### config.mk
export PLATFORM = sky130hd
export DESIGN_NAME = jtag_tap_sampled
export DESIGN_NICKNAME = d
export VERILOG_FILES = /design/src/rtl/jtag_tap_sampled.sv
export SDC_FILE = /design/constraint.sdc
export NUM_CORES = 1
export LEC_CHECK = 0
export ABC_AREA = 1
export CORE_AREA = 2 2 97 108
export CTS_CLUSTER_DIAMETER = 40
export DETAILED_ROUTE_END_ITERATION = 7
export DIE_AREA = 0 0 99 110
export PLACE_DENSITY = 0.66
export SLEW_MARGIN = 20
export SYNTH_ARGS = -nofsm -noshare
export SYNTH_HDL_FRONTEND = slang
export SYNTH_SLANG_ARGS = --single-unit
### constraint.sdc
create_clock -name clk_in -period 1.55 [get_ports clk_in]
set_input_delay 0.155 -clock clk_in [delete_from_list [all_inputs] [get_ports clk_in]]
set_output_delay 0.155 -clock clk_in [all_outputs]
set_load 0.1 [all_outputs]
### src/rtl/jtag_tap_sampled.sv
`default_nettype none
// ============================================================================
// Module   : jtag_tap_sampled
// Purpose  : Oversampled IEEE 1149.1 TAP responder. All JTAG pins are
//            synchronised into clk_in, TCK edges are detected as one-cycle
//            events, and the 16-state TAP FSM runs on those events.
//            Data registers: IDCODE (32), USER mailbox (32), BYPASS (1).
//            clk_in must run at least 4x TCK (6x with the glitch filter).
// Revision : 1.0 - initial release
//
// Ports:
//   clk_in           in   system clock, only clock of the block
//   reset            in   synchronous active-high reset
//   jtag_tck/tms/tdi in   JTAG pins, asynchronous to clk_in
//   jtag_trstn       in   JTAG TRST, active low
//   jtag_tdo         out  TDO data, changes on TCK falling events
//   jtag_tdo_oe      out  TDO enable, high only while shifting
//   user_dr_i        in   value captured into USER at Capture-DR
//   user_dr_o        out  USER contents latched at Update-DR
//   user_dr_valid_o  out  one-cycle pulse when user_dr_o is written
//   tap_state_o      out  current TAP state, IEEE encoding
//
// Optional feature:
//   JTAG_TAP_GLITCH_FILTER_EN - synced TCK must hold a new level for two
//   clk_in cycles before it is accepted; adds one cycle of latency.
// ============================================================================
module jtag_tap_sampled #(
  parameter int                  IR_WIDTH     = 5,
  parameter logic [31:0]         IDCODE_VAL   = 32'hFEED_0C53,
  parameter logic [IR_WIDTH-1:0] INSTR_IDCODE = 5'h01,
  parameter logic [IR_WIDTH-1:0] INSTR_USER   = 5'h10,
  parameter logic [IR_WIDTH-1:0] INSTR_BYPASS = 5'h1F,
  parameter int                  SYNC_STAGES  = 2
) (
  input  logic        clk_in,
  input  logic        reset,
  input  logic        jtag_tck,
  input  logic        jtag_tms,
  input  logic        jtag_tdi,
  input  logic        jtag_trstn,
  output logic        jtag_tdo,
  output logic        jtag_tdo_oe,
  input  logic [31:0] user_dr_i,
  output logic [31:0] user_dr_o,
  output logic        user_dr_valid_o,
  output logic [3:0]  tap_state_o
);

  typedef enum logic [3:0] {
    TLR        = 4'hF,
    RTI        = 4'hC,
    SELECT_DR  = 4'h7,
    CAPTURE_DR = 4'h6,
    SHIFT_DR   = 4'h2,
    EXIT1_DR   = 4'h1,
    PAUSE_DR   = 4'h3,
    EXIT2_DR   = 4'h0,
    UPDATE_DR  = 4'h5,
    SELECT_IR  = 4'h4,
    CAPTURE_IR = 4'hE,
    SHIFT_IR   = 4'hA,
    EXIT1_IR   = 4'h9,
    PAUSE_IR   = 4'hB,
    EXIT2_IR   = 4'h8,
    UPDATE_IR  = 4'hD
  } tap_state_e;

  localparam logic [IR_WIDTH-1:0] IR_CAPTURE = {{(IR_WIDTH-2){1'b0}}, 2'b01};

  // --------------------------------------------------------------------------
  // Input synchronisers. All four pins share the same depth so tms/tdi stay
  // aligned with the synced tck.
  // --------------------------------------------------------------------------
  logic [SYNC_STAGES-1:0] tck_sync_q, tms_sync_q, tdi_sync_q, trstn_sync_q;
  logic tck_s, tms_s, tdi_s, trstn_s;

  always_ff @(posedge clk_in) begin
    if (reset) begin
      tck_sync_q   <= '0;
      tms_sync_q   <= '0;
      tdi_sync_q   <= '0;
      trstn_sync_q <= '1;  // deasserted, so reset release is not seen as a TRST
    end else begin
      tck_sync_q   <= {tck_sync_q[SYNC_STAGES-2:0], jtag_tck};
      tms_sync_q   <= {tms_sync_q[SYNC_STAGES-2:0], jtag_tms};
      tdi_sync_q   <= {tdi_sync_q[SYNC_STAGES-2:0], jtag_tdi};
      trstn_sync_q <= {trstn_sync_q[SYNC_STAGES-2:0], jtag_trstn};
    end
  end

  assign tck_s   = tck_sync_q[SYNC_STAGES-1];
  assign tms_s   = tms_sync_q[SYNC_STAGES-1];
  assign tdi_s   = tdi_sync_q[SYNC_STAGES-1];
  assign trstn_s = trstn_sync_q[SYNC_STAGES-1];

  // --------------------------------------------------------------------------
  // TCK edge detection (optionally glitch filtered)
  // --------------------------------------------------------------------------
  logic tck_cur, tck_prev, tck_rise, tck_fall;

`ifdef JTAG_TAP_GLITCH_FILTER_EN
  // A new level is accepted once it has been seen on two consecutive cycles;
  // the accepted level is registered and also serves as the edge reference.
  logic tck_hold_q, tck_filt_q;

  assign tck_cur  = (tck_s == tck_hold_q) ? tck_s : tck_filt_q;
  assign tck_prev = tck_filt_q;

  always_ff @(posedge clk_in) begin
    if (reset) begin
      tck_hold_q <= 1'b0;
      tck_filt_q <= 1'b0;
    end else begin
      tck_hold_q <= tck_s;
      tck_filt_q <= tck_cur;
    end
  end
`else
  logic tck_prev_q;

  assign tck_cur  = tck_s;
  assign tck_prev = tck_prev_q;

  always_ff @(posedge clk_in) begin
    if (reset) tck_prev_q <= 1'b0;
    else       tck_prev_q <= tck_s;
  end
`endif

  assign tck_rise = ~tck_prev & tck_cur;
  assign tck_fall = tck_prev & ~tck_cur;

  // --------------------------------------------------------------------------
  // TAP state machine
  // --------------------------------------------------------------------------
  tap_state_e state_q, state_d;

  always_ff @(posedge clk_in) begin
    if (reset) state_q <= TLR;
    else       state_q <= state_d;
  end

  always_comb begin
    state_d = state_q;
    if (!trstn_s) begin
      state_d = TLR;
    end else if (tck_rise) begin
      unique case (state_q)
        TLR:        state_d = tms_s ? TLR       : RTI;
        RTI:        state_d = tms_s ? SELECT_DR : RTI;
        SELECT_DR:  state_d = tms_s ? SELECT_IR : CAPTURE_DR;
        CAPTURE_DR: state_d = tms_s ? EXIT1_DR  : SHIFT_DR;
        SHIFT_DR:   state_d = tms_s ? EXIT1_DR  : SHIFT_DR;
        EXIT1_DR:   state_d = tms_s ? UPDATE_DR : PAUSE_DR;
        PAUSE_DR:   state_d = tms_s ? EXIT2_DR  : PAUSE_DR;
        EXIT2_DR:   state_d = tms_s ? UPDATE_DR : SHIFT_DR;
        UPDATE_DR:  state_d = tms_s ? SELECT_DR : RTI;
        SELECT_IR:  state_d = tms_s ? TLR       : CAPTURE_IR;
        CAPTURE_IR: state_d = tms_s ? EXIT1_IR  : SHIFT_IR;
        SHIFT_IR:   state_d = tms_s ? EXIT1_IR  : SHIFT_IR;
        EXIT1_IR:   state_d = tms_s ? UPDATE_IR : PAUSE_IR;
        PAUSE_IR:   state_d = tms_s ? EXIT2_IR  : PAUSE_IR;
        EXIT2_IR:   state_d = tms_s ? UPDATE_IR : SHIFT_IR;
        UPDATE_IR:  state_d = tms_s ? SELECT_DR : RTI;
        default:    state_d = TLR;
      endcase
    end
  end

  // --------------------------------------------------------------------------
  // Instruction / data registers and TDO. Register actions belong to the
  // state the TAP is in when the rising event occurs.
  // --------------------------------------------------------------------------
  logic [IR_WIDTH-1:0] ir_q, ir_sr_q;
  logic [31:0]         dr_sr_q, user_dr_q;
  logic                byp_q, valid_q, tdo_q, tdo_oe_q;
  logic                sel_idcode, sel_user, sel_bypass, dr_lsb;

  assign sel_idcode = (ir_q == INSTR_IDCODE);
  assign sel_user   = (ir_q == INSTR_USER);
  assign sel_bypass = ~sel_idcode & ~sel_user;  // INSTR_BYPASS and all unlisted opcodes
  assign dr_lsb     = sel_bypass ? byp_q : dr_sr_q[0];

  always_ff @(posedge clk_in) begin
    if (reset) begin
      ir_q      <= INSTR_IDCODE;
      ir_sr_q   <= '0;
      dr_sr_q   <= '0;
      byp_q     <= 1'b0;
      user_dr_q <= '0;
      valid_q   <= 1'b0;
      tdo_q     <= 1'b0;
      tdo_oe_q  <= 1'b0;
    end else begin
      valid_q <= 1'b0;
      if (!trstn_s) begin
        ir_q     <= INSTR_IDCODE;
        tdo_oe_q <= 1'b0;
      end else if (tck_rise) begin
        unique case (state_q)
          CAPTURE_IR: ir_sr_q <= IR_CAPTURE;
          SHIFT_IR:   ir_sr_q <= {tdi_s, ir_sr_q[IR_WIDTH-1:1]};
          UPDATE_IR:  ir_q    <= ir_sr_q;
          CAPTURE_DR: begin
            if (sel_idcode)    dr_sr_q <= IDCODE_VAL;
            else if (sel_user) dr_sr_q <= user_dr_i;
            else               byp_q   <= 1'b0;
          end
          SHIFT_DR: begin
            if (sel_bypass) byp_q   <= tdi_s;
            else            dr_sr_q <= {tdi_s, dr_sr_q[31:1]};
          end
          UPDATE_DR: begin
            if (sel_user) begin
              user_dr_q <= dr_sr_q;
              valid_q   <= 1'b1;
            end
          end
          default: ;
        endcase
        if (state_d == TLR) ir_q <= INSTR_IDCODE;
      end else if (tck_fall) begin
        if (state_q == SHIFT_DR) begin
          tdo_q    <= dr_lsb;
          tdo_oe_q <= 1'b1;
        end else if (state_q == SHIFT_IR) begin
          tdo_q    <= ir_sr_q[0];
          tdo_oe_q <= 1'b1;
        end else begin
          tdo_oe_q <= 1'b0;  // tdo keeps its last value
        end
      end
    end
  end

  assign jtag_tdo        = tdo_q;
  assign jtag_tdo_oe     = tdo_oe_q;
  assign user_dr_o       = user_dr_q;
  assign user_dr_valid_o = valid_q;
  assign tap_state_o     = state_q;

endmodule
`default_nettype wire
==> impl_metrics.json, run 1 <==
{
  "drc": 0,
  "layout-drive-gt1-share_pct": 35.3,
  "cts_tree": "yes",
  "die_h_microns": 110,
  "setup_viol": 70,
  "period_share_pct": 113,
  "final.setup.worst_slack_ns": -0.207,
  "critPathArrivalTime_ns": 2.05,
  "ff2ff_path_depth": 16,
  "ys_ff_latch": 91,
  "crit_path_end_kind": "flip-flop",
  "fmax_mhz": 569,
  "crit_fanout": 5,
  "ir_drop_mv": 0.381,
  "routed_wl_microns": 13000,
  "synthFlopType": "dfxtp_1",
  "dieWidth_microns": 99,
  "fin_nets": 685,
  "crit_chain": "inv_2, buf_4, nor2_4, buf_4, nand2_1, nand2_1, nor2_1, nand2_1, nor2_2, nor2_2, nand3_4, nand3_4, nand2_4, nand2_1, nand2_1, nor2_1",
  "synth-warning-count": 0,
  "drtIter0Drc": 381,
  "cts_sinks": 91,
  "htreeDepth": 3,
  "grt_usage_pct": 22.0,
  "grt_overflow_total": 0,
  "max_slew_margin_pct": 63.2,
  "cts_buffers": 9,
  "initial_core_util_pct": 39.6,
  "finalWeightedCongestion": 0.921,
  "holdPathStages": 2,
  "place_inst": 716,
  "r2r-start": "tap_state_o[0]$_SDFF_PP1_",
  "tightestPinTransition_ns": 0.552,
  "drv_cap": 0,
  "cp_num_cells": 16,
  "start_kind": "flip-flop",
  "skew_ns": 0.0195,
  "grt_antenna_before_repair": 0,
  "cpPeakStageDelay_ns": 0.35,
  "critical-path-top-delay-family": "simple AND/OR/NAND/NOR gates",
  "cp_common_cell": "nand2_1",
  "die-area_sq_mm": 0.0109,
  "synth_top_area_share_pct": 47.2,
  "yosysMostFrequentCell": "nor2_1",
  "synthTopCellsByCount": "nor2_1 (99), dfxtp_1 (91), o21ai_0 (62)",
  "diodes": 0,
  "netlist_top_cells_area": "dfxtp_1 (47%), nor2_1 (9.6%), o21ai_0 (8.0%), nand2_1 (5.5%), inv_1 (4.7%)",
  "vias": 4194,
  "finalHoldViolCount": 0,
  "core_area_sq_mm": 0.00975,
  "cp_num_buf_inv": 3,
  "io_buffers": 76,
  "async_flop_share_pct": 0,
  "clk_pin_slew_ns": 0.09,
  "finalNonFillerCells": 771,
  "hold_ws_ns": 0.108,
  "outcome": "finished, violations left",
  "routed_via_density": 5.44,
  "p_per_area_mw_per_mm2": 698,
  "syn_inst": 516,
  "num_rows": 38,
  "grt_pass1_wl_microns": 19000,
  "r2r_end": "ir_q[4]$_SDFFE_PP0P_",
  "syn_nets": 554,
  "ios": 77,
  "synth-edff-count": 0,
  "cts_buffer_depth": 2,
  "insertion_delay_ns": 0.37,
  "min_period_ns": 1.76,
  "root_buffer": "clkbuf_8",
  "violations": "negative setup slack",
  "first_global_vias": 3925,
  "min_path_type": "input port to flip-flop",
  "cp_data_required_time_ns": 1.84,
  "dpl_cell_area_sq_mm": 0.00535,
  "syn_area_sq_mm": 0.00386,
  "synthToLayoutAreaGrowth_pct": 68.5,
  "finalSetupTns_ns": -5.73,
  "holdBufCountCts": 0,
  "worstSetupPathType": "flip-flop to flip-flop",
  "hpwl_microns": 7120,
  "grt_max_degree": 45,
  "final_cell_area_sq_mm": 0.00650,
  "yosys.area.top_type": "dfxtp_1",
  "dpl_worst_slack_ns": -0.171,
  "rsz0062_at_grt": "yes",
  "rrSetupSlack_ns": -0.21,
  "wl_per_cell_microns": 16.9,
  "post_synth.cell_area_avg_sq_um": 7.47,
  "p_leak_nw": 2.53,
  "drt_pre_antenna_iters": 5,
  "crit_slowest_cell": "dfxtp_4",
  "yosysUniqueCellTypes": 27,
  "cp-startpoint": "tap_state_o[0]$_SDFF_PP1_",
  "drtAntennaViolNets": 0,
  "slew_violations": 0,
  "ys_seq_area_share_pct": 47.2,
  "worstSetupEndpoint": "ir_q[4]$_SDFFE_PP0P_"
}
## cells by family after synthesis
family	after synthesis	share of synthesized area [%]
simple gates	209	23.8
compound gates	131	20.2
flops	91	47.2
buf+inv	85	8.79
## worst reg2reg max path: stages, from the launching register on
cell and delay [ns]:
dfxtp_4 0.35, inv_2 0.03, buf_4 0.15, nor2_4 0.10, buf_4 0.12, nand2_1 0.04, nand2_1 0.06, nor2_1 0.04
nand2_1 0.07, nor2_2 0.04, nor2_2 0.12, nand3_4 0.11, nand3_4 0.13, nand2_4 0.08, nand2_1 0.08, nand2_1 0.06
nor2_1 0.11
## worst min-delay path by stage
stage / slack, ns / start / to
final: 0.11 / reset / tms_sync_q[0]$_SDFF_PP0_
after global routing: 0.12 / reset / tms_sync_q[0]$_SDFF_PP0_
after CTS: 0.11 / reset / tck_prev$_SDFF_PP0_
after detailed placement: 0.40 / tms_sync_q[0]$_SDFF_PP0_ / tms_sync_q[1]$_SDFF_PP0_
after global placement: 0.39 / tck_sync_q[0]$_SDFF_PP0_ / tck_sync_q[1]$_SDFF_PP0_
after floorplan: 0.26 / jtag_trstn / trstn_sync_q[0]$_SDFF_PP1_
## repair_timing
item / in CTS / in global routing
pin swaps: 13 / 22
gates resized for setup: 54 / 113
setup buffers: 16 / 14
cloned: 13 / 3
endpoints found under the setup margin: 65 / 74
## power breakdown
group | internal (W) | switching (W) | total [W]
registers | 0.00235 | 0.0000129 | 0.00236
clock network | 0.000746 | 0.000874 | 0.00162
logic | 0.000240 | 0.000313 | 0.000552
## layout by cell type (no fill, tap or decap), drive strengths merged, types with 18 or more instances in the layout
cell type	count
buf	111
nor2	109
dfxtp	91
o21ai	70
nand2	64
inv	54
clkdlybuf4s50	36
nand3	29
a211oi	19
o211ai	18
## state kept, by name (all words and copies together) (netlist names)
signal and flops:
byp_q 1, dr_sr_q 32, ir_q 5, ir_sr_q 5, jtag_tdo 1, jtag_tdo_oe 1
tap_state_o 4, tck_prev 1, tck_sync_q 2, tdi_sync_q 2, tms_sync_q 2, trstn_sync_q 2
user_dr_o 32, user_dr_valid_o 1
## layer usage
layer	routed length (microns)	global-route usage [%]
met3	981	5.04
met1	5030	26.5
met4	382	9.88
met5	0	0
met2	6630	37.8
## area by class of cell
class	count	area, sq um
tap	120	150
clock inverter	5	62.6
multi-input combinational	341	2050
timing repair buffer	149	2040
timing repair inverter	1	7.51
inverter	54	214
fill	717	3250
sequential	91	1840
clock buffer	10	128
## per-stage QoR
| step | util (%) | total power [W] |
|---|---|---|
| detailed placement | 54.9 | 0.00285 |
| global placement | 54.9 | 0.00284 |
| CTS | 62.8 | 0.00444 |
| global route | 66.7 | 0.00468 |
| finish | 66.7 | 0.00454 |
| floorplan | - | 0.00265 |
Power figures use the tool's default switching activity.
==> inputs of run 2 (changes only) <==
SLEW_MARGIN = default   (was 20)
==> results of run 2 <==
No change in the layout: final DEF, timing and power equal those of run 1.
==> inputs of run 3 (changes only) <==
clock period = 1.56 ns   (was 1.55 ns; I/O delays follow)
==> impl_metrics.json, run 3 (synthesized netlist as in run 1, its figures left out) <==
{
  "crit_path_end_kind": "flip-flop",
  "skew_ns": 0.0177,
  "max_slew_margin_pct": 66.0,
  "outcome": "finished, violations left",
  "seq_power_share_pct": 52.4,
  "grt_overflow_total": 0,
  "drv_cap": 0,
  "routed_via_density": 5.37,
  "final_cell_area_sq_mm": 0.00635,
  "grt_usage_pct": 21.6,
  "finalNonFillerCells": 763,
  "fmax_mhz": 550,
  "cts_sinks": 91,
  "cp-startpoint": "tap_state_o[0]$_SDFF_PP1_",
  "num_rows": 38,
  "crit_fanout": 5,
  "place_inst": 714,
  "setup_viol": 67,
  "fillers": 729,
  "r2r-start": "tap_state_o[0]$_SDFF_PP1_",
  "netSwitchingFraction_pct": 28.5,
  "die_h_microns": 110,
  "cts_buffers": 9,
  "drtAntennaViolNets": 0,
  "clk_pin_slew_ns": 0.10,
  "first_global_vias": 3829,
  "p_total_w": 0.00448,
  "worstSetupPathType": "flip-flop to flip-flop",
  "grt_antenna_before_repair": 0,
  "dieWidth_microns": 99,
  "power_switching_w": 0.00128,
  "final_cell_mix": "nor2_1 (91), dfxtp_1 (83), nand2_1 (51)",
  "dpl_cell_area_sq_mm": 0.00537,
  "p_int_w": 0.00320,
  "cts_buffer_depth": 2,
  "htreeDepth": 3,
  "p_leak_nw": 2.48,
  "drc": 0,
  "pwr-share-clk_pct": 35.3,
  "finalWeightedCongestion": 0.931,
  "diodes": 0,
  "grt_pass1_wl_microns": 18700,
  "wl_per_cell_microns": 16.2,
  "ir_drop_mv": 0.462,
  "holdBufCountCts": 0,
  "rsz0062_at_grt": "yes",
  "layout-drive-gt1-share_pct": 31.9,
  "drtIter0Drc": 293,
  "final.setup.worst_slack_ns": -0.258,
  "p_per_area_mw_per_mm2": 706,
  "cp_data_required_time_ns": 1.83,
  "hpwl_microns": 6900,
  "min_period_ns": 1.82,
  "synthToLayoutAreaGrowth_pct": 64.6,
  "drt_pre_antenna_iters": 5,
  "period_share_pct": 117,
  "io_buffers": 76,
  "comb_power_share_pct": 12.2,
  "min_from": "reset",
  "finalHoldViolCount": 0,
  "root_buffer": "clkbuf_8",
  "vias": 4097,
  "min_path_type": "input port to flip-flop",
  "initial_core_util_pct": 39.6,
  "grt_max_degree": 45,
  "die-area_sq_mm": 0.0109,
  "critPathArrivalTime_ns": 2.09,
  "start_kind": "flip-flop",
  "violations": "negative setup slack",
  "tightestPinTransition_ns": 0.509,
  "insertion_delay_ns": 0.38,
  "slew_violations": 0,
  "ios": 77,
  "routed_wl_microns": 12400,
  "core_area_sq_mm": 0.00975,
  "fin_nets": 676,
  "cts_tree": "yes",
  "layout_commonest_cell": "nor2_1"
}
[run 3: path summary, 6_finish.rpt]
check / endpoint / slack (ns) / cells past startpoint
max: ir_q[4]$_SDFFE_PP0P_ / -0.26 / 15
min: tck_sync_q[1]$_SDFF_PP0_ / 0.12 / 2
max reg2reg: ir_q[4]$_SDFFE_PP0P_ / -0.26 / 15
min reg2reg: tck_sync_q[1]$_SDFF_PP0_ / 0.40 / 2
[run 3: metal layers]
layer / up-vias / track usage [%] / wire length [microns]
met4: 0 / 8.02 / 300
met1: 1930 / 26.4 / 5070
met5: - / 0 / 0
li1: 1969 / - / -
met2: 169 / 37.1 / 6170
met3: 29 / 5.04 / 851
[run 3: cell type report]
| cell class | count | area [sq um] | area share [%] |
|---|---|---|---|
| timing repair buffer | 140 | 1990 | 31.4 |
| multi-input combinational | 341 | 1960 | 30.8 |
| timing repair inverter | 1 | 7.51 | 0.118 |
| clock buffer | 9 | 124 | 1.95 |
| sequential | 91 | 1840 | 29.0 |
| tap | 120 | 150 | 2.37 |
| clock inverter | 7 | 65.1 | 1.03 |
| inverter | 54 | 209 | 3.29 |
[run 3: critical path, stage by stage, from the launching register on]
cell     delay [ns]
dfxtp_4        0.36
buf_4          0.16
nand2_4        0.08
inv_2          0.05
nand2_2        0.07
nand2_2        0.07
nor2_1         0.12
nand3_1        0.11
nand2_1        0.11
nand2_1        0.11
nand3_4        0.09
nand3_4        0.09
nand2_4        0.11
nand2_1        0.07
nand2_1        0.07
nor2_1         0.05
[run 3: what timing repair did]
action / CTS / global route
setup buffers: 14 / 10
pin swaps: 11 / 12
gates cloned: 11 / 3
resized for setup: 66 / 58
setup endpoints to repair: 60 / 74
endpoints found under the hold margin: 0 / 0
[run 3: power groups by stage]
stage,Combinational (W),Sequential [W],Clock (W)
floorplan,0.000213,0.00242,0
global placement,0.000428,0.00240,0
detailed placement,0.000431,0.00240,0
CTS,0.000465,0.00235,0.00157
global route,0.000589,0.00235,0.00168
finish,0.000549,0.00235,0.00158
[run 3: per-stage QoR]
step	utilization [%]	setup WS [ns]	TNS, ns	hold WS [ns]
after floorplan	-	-0.166	-2.18	0.260
after global placement	55.1	-0.108	-0.605	0.391
after detailed placement	55.1	-0.166	-1.97	0.403
after CTS	62.7	-0.130	-3.96	0.114
after global routing	65.1	-0.357	-12.49	0.129
final	65.1	-0.258	-6.49	0.122
